**src/rtl/dmem_arbiter_pkg.sv**
```systemverilog
// Shared definitions for the data-memory arbiter: ownership state encoding and port ids.
package dmem_arbiter_pkg;

   typedef enum logic [1:0] {
      ST_IDLE = 2'd0,
      ST_OWN0 = 2'd1,
      ST_OWN1 = 2'd2
   } arb_state_t;

   localparam logic PORT0 = 1'b0;
   localparam logic PORT1 = 1'b1;

endpackage

```
**src/rtl/dmem_arbiter_grant.sv**
```systemverilog
// Combinational grant decision for the two data-memory requesters.
// Round-robin with a burst cap on the current owner, or strict port-0 priority.
module dmem_arbiter_grant
   import dmem_arbiter_pkg::*;
#(
   parameter int BURST_MAX  = 4,
   parameter int FIXED_PRIO = 0,
   parameter int CNT_W      = 3
) (
   input  logic [1:0]       req,
   input  arb_state_t       state,
   input  logic             last_gnt,
   input  logic [CNT_W-1:0] burst_cnt,
   output logic [1:0]       gnt
);

   localparam logic [CNT_W-1:0] CAP = CNT_W'(BURST_MAX);

   logic cap_hit;

   // The owner has used up its burst once BURST_MAX accepts have been counted.
   assign cap_hit = (burst_cnt >= CAP);

   always_comb begin
      gnt = 2'b00;
      if (FIXED_PRIO != 0) begin
         gnt[0] = req[0];
         gnt[1] = req[1] & ~req[0];
      end else begin
         case (state)
            ST_OWN0: begin
               if (req[0] && !(req[1] && cap_hit)) gnt[0] = 1'b1;
               else if (req[1])                   gnt[1] = 1'b1;
            end
            ST_OWN1: begin
               if (req[1] && !(req[0] && cap_hit)) gnt[1] = 1'b1;
               else if (req[0])                   gnt[0] = 1'b1;
            end
            default: begin
               // Tie from idle goes to the port that did not win last time.
               if (req[0] && (!req[1] || last_gnt == PORT1)) gnt[0] = 1'b1;
               else if (req[1])                              gnt[1] = 1'b1;
            end
         endcase
      end
   end

endmodule

```
**src/rtl/dmem_arbiter.sv**
```systemverilog
// Shares the single data BRAM between the CPU load/store path (port 0) and an
// external master (port 1); stalls the core while port 0 waits.
module dmem_arbiter
   import dmem_arbiter_pkg::*;
#(
   parameter int ADDR_WIDTH = 12,
   parameter int DATA_WIDTH = 32,
   parameter int BURST_MAX  = 4,
   parameter int FIXED_PRIO = 0
) (
   input  logic                    sysclk,
   input  logic                    rst,
   input  logic                    p0_req,
   input  logic                    p0_we,
   input  logic [DATA_WIDTH/8-1:0] p0_byte_en,
   input  logic [ADDR_WIDTH-1:0]   p0_addr,
   input  logic [DATA_WIDTH-1:0]   p0_wdata,
   output logic                    p0_gnt,
   output logic                    p0_rvalid,
   output logic [DATA_WIDTH-1:0]   p0_rdata,
   input  logic                    p1_req,
   input  logic                    p1_we,
   input  logic [DATA_WIDTH/8-1:0] p1_byte_en,
   input  logic [ADDR_WIDTH-1:0]   p1_addr,
   input  logic [DATA_WIDTH-1:0]   p1_wdata,
   output logic                    p1_gnt,
   output logic                    p1_rvalid,
   output logic [DATA_WIDTH-1:0]   p1_rdata,
   output logic                    cpu_stall,
   output logic [ADDR_WIDTH-1:0]   mem_addr,
   output logic [DATA_WIDTH-1:0]   mem_wdata,
   output logic [DATA_WIDTH/8-1:0] mem_byte_w_en,
   input  logic [DATA_WIDTH-1:0]   mem_rdata,
   output logic [1:0]              dbg_state
);

   localparam int BE_W  = DATA_WIDTH / 8;
   localparam int CNT_W = $clog2(BURST_MAX + 1);
   localparam logic [CNT_W-1:0] CAP = CNT_W'(BURST_MAX);

   // Handshake: a port is accepted in a cycle where req and gnt are both high.
   // Requests hold until accepted; gnt only ever goes to a requesting port.
   arb_state_t       state;
   arb_state_t       next_state;
   logic             last_gnt;
   logic [CNT_W-1:0] burst_cnt;
   logic [1:0]       rvalid_q;
   logic [1:0]       gnt_raw;
   logic [1:0]       gnt;

   dmem_arbiter_grant #(
      .BURST_MAX (BURST_MAX),
      .FIXED_PRIO(FIXED_PRIO),
      .CNT_W     (CNT_W)
   ) u_grant (
      .req      ({p1_req, p0_req}),
      .state    (state),
      .last_gnt (last_gnt),
      .burst_cnt(burst_cnt),
      .gnt      (gnt_raw)
   );

   // Grants are combinational, so they are masked to keep every output low in reset.
   assign gnt = gnt_raw & {2{rst}};

   always_comb begin
      next_state = ST_IDLE;
      if (gnt[0])      next_state = ST_OWN0;
      else if (gnt[1]) next_state = ST_OWN1;
   end

   always_ff @(posedge sysclk or negedge rst) begin
      if (!rst) begin
         state     <= ST_IDLE;
         last_gnt  <= PORT1;
         burst_cnt <= '0;
         rvalid_q  <= 2'b00;
      end else begin
         state <= next_state;
         if (|gnt) last_gnt <= gnt[1];
         if (next_state == ST_IDLE)   burst_cnt <= '0;
         else if (next_state != state) burst_cnt <= CNT_W'(1);
         else if (burst_cnt < CAP)    burst_cnt <= burst_cnt + CNT_W'(1);
         rvalid_q <= gnt & ~{p1_we, p0_we};
      end
   end

   assign p0_gnt    = gnt[0];
   assign p1_gnt    = gnt[1];
   assign cpu_stall = rst & p0_req & ~gnt[0];
   assign dbg_state = state;

   always_comb begin
      mem_addr      = '0;
      mem_wdata     = '0;
      mem_byte_w_en = '0;
      if (gnt[0]) begin
         mem_addr      = p0_addr;
         mem_wdata     = p0_wdata;
         mem_byte_w_en = p0_we ? p0_byte_en : {BE_W{1'b0}};
      end else if (gnt[1]) begin
         mem_addr      = p1_addr;
         mem_wdata     = p1_wdata;
         mem_byte_w_en = p1_we ? p1_byte_en : {BE_W{1'b0}};
      end
   end

   assign p0_rvalid = rvalid_q[0];
   assign p1_rvalid = rvalid_q[1];
   assign p0_rdata  = rvalid_q[0] ? mem_rdata : '0;
   assign p1_rdata  = rvalid_q[1] ? mem_rdata : '0;

endmodule

```
**config.mk**
```make
export PLATFORM = sky130hd
export DESIGN_NAME = dmem_arbiter
export DESIGN_NICKNAME = d
export VERILOG_FILES = /design/src/rtl/dmem_arbiter_pkg.sv /design/src/rtl/dmem_arbiter_grant.sv /design/src/rtl/dmem_arbiter.sv
export SDC_FILE = /design/constraint.sdc
export NUM_CORES = 1
export LEC_CHECK = 0
export CAP_MARGIN = 20
export CORE_AREA = 3 3 97 99
export CTS_CLUSTER_DIAMETER = 50
export CTS_CLUSTER_SIZE = 30
export DETAILED_ROUTE_END_ITERATION = 10
export DIE_AREA = 0 0 100 102
export HOLD_SLACK_MARGIN = 0.05
export PLACE_DENSITY_LB_ADDON = 0.1
export SETUP_SLACK_MARGIN = 0.2
export SYNTH_ARGS = -nofsm -noshare
export SYNTH_HDL_FRONTEND = slang
export SYNTH_SLANG_ARGS = --single-unit
```
**constraint.sdc**
```tcl
create_clock -name sysclk -period 3.2 [get_ports sysclk]
set_input_delay 0.32 -clock sysclk [delete_from_list [all_inputs] [get_ports sysclk]]
set_output_delay 0.32 -clock sysclk [all_outputs]
set_load 0.02 [all_outputs]
```
==> results.cfg <==
[floorplan]
initial_utilization = 0.170
die_area_um2 = 10200
die-width_um = 100
dieHeight_um = 102
num_io_pins = 253
fp.coreArea_um2 = 8640
num_rows = 34

[worst_setup_path]
cpMaxStageDelayCell = dfrtp_1
r2r-end = dbg_state[1]
critPathMaxStageDelay_ns = 0.39
cp-end-kind = output port
start_kind = flop
crit_chain = inv_1 -> ha_1 -> or3_1 -> o211a_1 -> nand2_2 -> inv_2 -> buf_12 -> a22o_1 -> dlygate4sd2_1
reg2reg_from = dbg_state[0]
cp_num_buf_inv = 4
worstPathMaxFanout = 46
critPathArrivalTime_ns = 2.54
reg2reg_slack_ns = 1.23
cp.required_ns = 2.88
rr_worst_depth = 6
critical-path-top-delay-family = buffers and inverters
crit_type = flop to output port

[sta]
grt_setup_unrepaired = no
min_period_ns = 2.86
hold_viol = 0
fin_crit_sh = 0.895
worstMarginPinSlew_ns = 0.810
setup_ws_ns = 0.336
slew_headroom = 0.460
setup-violations-final = 0
fmax_mhz = 349
drv_slew = 0
fin_setup_tns_ns = 0
skew_ns = 0.00682

[pwr]
p_total_mw = 1.27
p_int_uw = 708
p_sw_uw = 562
p_seq_frac = 0.123
power_density_nw_per_um2 = 318
swShare = 0.442
worst_ir_drop_vdd_uv = 148
power_frac_clock = 0.105
p_leak_nw = 1.76
pwr-share-comb = 0.772

[cells_and_area]
fillers = 875
final_common_cell = clkdlybuf4s50_1
fin_util = 0.462
layout_common_cells = clkdlybuf4s50_1 (203), and2_1 (65), a22o_1 (44)
design_area_um2 = 3990
area_delta_synth_final_pct = 173
n_antenna_cell = 0
fin_nets = 565
layout-drive-gt1-share = 0.0867

[global_routing]
antenna_found_initial = 0
grt_first_pass_wirelength_um = 12700
grt_pass1_vias = 2269
grt_max_degree = 47
grt_usage = 0.161
overflow = 0

[synthesis]
synth_enable_flop_cells = 0
syn-num-nets = 321
synthTopCellsByArea = and2_1 (28%), a22o_1 (26%), dfrtp_1 (12%), a32o_1 (2.7%), ha_1 (2.6%)
synth.distinct_cells = 37
synthArstFlopShare = 1.00
synth_ff_type = dfrtp_1
synth_warnings = 0
avgSynthCellArea_um2 = 7.96
synth_area_um2 = 1470
synth_seq_cells = 8
synth_top_area_cell = and2_1
ys_seq_area_frac = 0.137
syn_inst = 184
synth_top_cell_area_share = 0.278

[cts]
htree_levels = 1
clk_latency_ns = 0.24
postCtsHoldBufs = 0
cts_tree = done
cts_buffers = 3
cts_buffer_depth = 2
root_buffer = clkbuf_8
path_clk_slew_ns = 0.05
clkSinkCount = 8

[place]
gp_congestion = 0.794
pre_cts_slack_ns = 0.260
hpwl_um = 7750
numPortBuffers = 252
dpl-instance-area_um2 = 4050

[drt]
drcViolationCount = 0
avgViaCountPerCell = 4.40
vias = 2352
wl_per_cell_um = 17.3
dr.first_iter.drc_count = 48
postRouteAntennaNets = 0
wirelength_um = 9240
first_pass_iters = 4

[flow_run]
drv_cap = 0

[outcome]
status = finished clean

[hold_path]
hold_class = primary input to asynchronous set/reset pin
==> per-stage QoR <==
stage          hold slack, ns  instances
2_1_floorplan          0.0244        184
3_3_place_gp            0.519        530
3_5_place_dp            0.530        530
4_1_cts                 0.304        535
5_1_grt                 0.309        535
6_report                0.308        535
==> cells in the mapped netlist (2+ instances only) <==
master,n
nand2_1,5
inv_1,5
and2_1,65
and3_1,2
nor2_1,6
buf_6,2
a22o_1,44
buf_2,4
a21oi_1,3
dfrtp_1,7
ha_1,3
a32o_1,4
buf_4,3
o21ai_0,2
clkbuf_1,6
nor2b_1,2
==> kinds of logic (layout without fill, tap and decap cells) <==
family,Yosys count,after routing,share of synthesized area
and+or+nand+nor,87,87,0.354
AOI/OAI and AO/OA,60,60,0.361
buffers and inverters,23,266,0.0991
DFF,8,8,0.137
adders and majority gates,3,3,0.0256
muxes,2,2,0.0171
xor gates and xnor gates,1,1,0.00598
==> worst reg2reg max path, delay by kind of cell (launching register included) <==
| kind | cells | cell delay, ns |
|---|---|---|
| AO/OA/AOI/OAI | 1 | 0.36 |
| adder cells (fa/ha/maj) | 1 | 0.33 |
| buffers and inverters | 2 | 0.36 |
| flip-flops | 1 | 0.39 |
| AND/OR/NAND/NOR | 2 | 0.44 |
==> metal layers <==
| metal | wire length (µm) | track usage |
|---|---|---|
| met2 | 4970 | 0.315 |
| met1 | 3130 | 0.170 |
| met5 | 0 | 0 |
| met4 | 39 | 0.0187 |
| met3 | 1100 | 0.0601 |
==> worst max-delay path by stage <==
stage	from	end	slack [ns]	depth (start not counted)
3_3_place_gp	dbg_state[0]	mem_byte_w_en[0]	0.27	8
3_5_place_dp	dbg_state[0]	mem_byte_w_en[0]	0.26	8
2_1_floorplan	dbg_state[0]	mem_addr[0]	0.77	9
4_1_cts	dbg_state[0]	mem_byte_w_en[2]	0.06	8
6_report	dbg_state[0]	mem_wdata[9]	0.34	9
5_1_grt	dbg_state[0]	mem_byte_w_en[0]	0.21	8
==> power by group through the flow <==
stage,combinational (mW),sequential (mW),clock [mW]
final,0.981,0.156,0.133
after global routing,1.05,0.162,0.143
after CTS,1.01,0.158,0.137
after detailed placement,1.05,0.159,0
after global placement,1.06,0.158,0
after floorplan,0.525,0.147,0
==> sequential cells by signal (all words and copies together), names as in the netlist <==
signal	count
burst_cnt	3
last_gnt	1
dbg_state	2
rvalid_q	2
==> repair_timing <==
action,4_1_cts,5_1_grt
buffers inserted,0,0
setup endpoints to repair,48,47
resized for setup,47,50
cloned,1,0
==> cell type report <==
type	count	area, µm²	share of cell area
timing repair buffer	256	2470	0.617
sequential	8	201	0.0504
multi-input combinational	153	1120	0.281
tap	108	135	0.0338
clock buffer	4	45.0	0.0113
inverter	6	22.5	0.00564
Power figures use the tool's default switching activity.
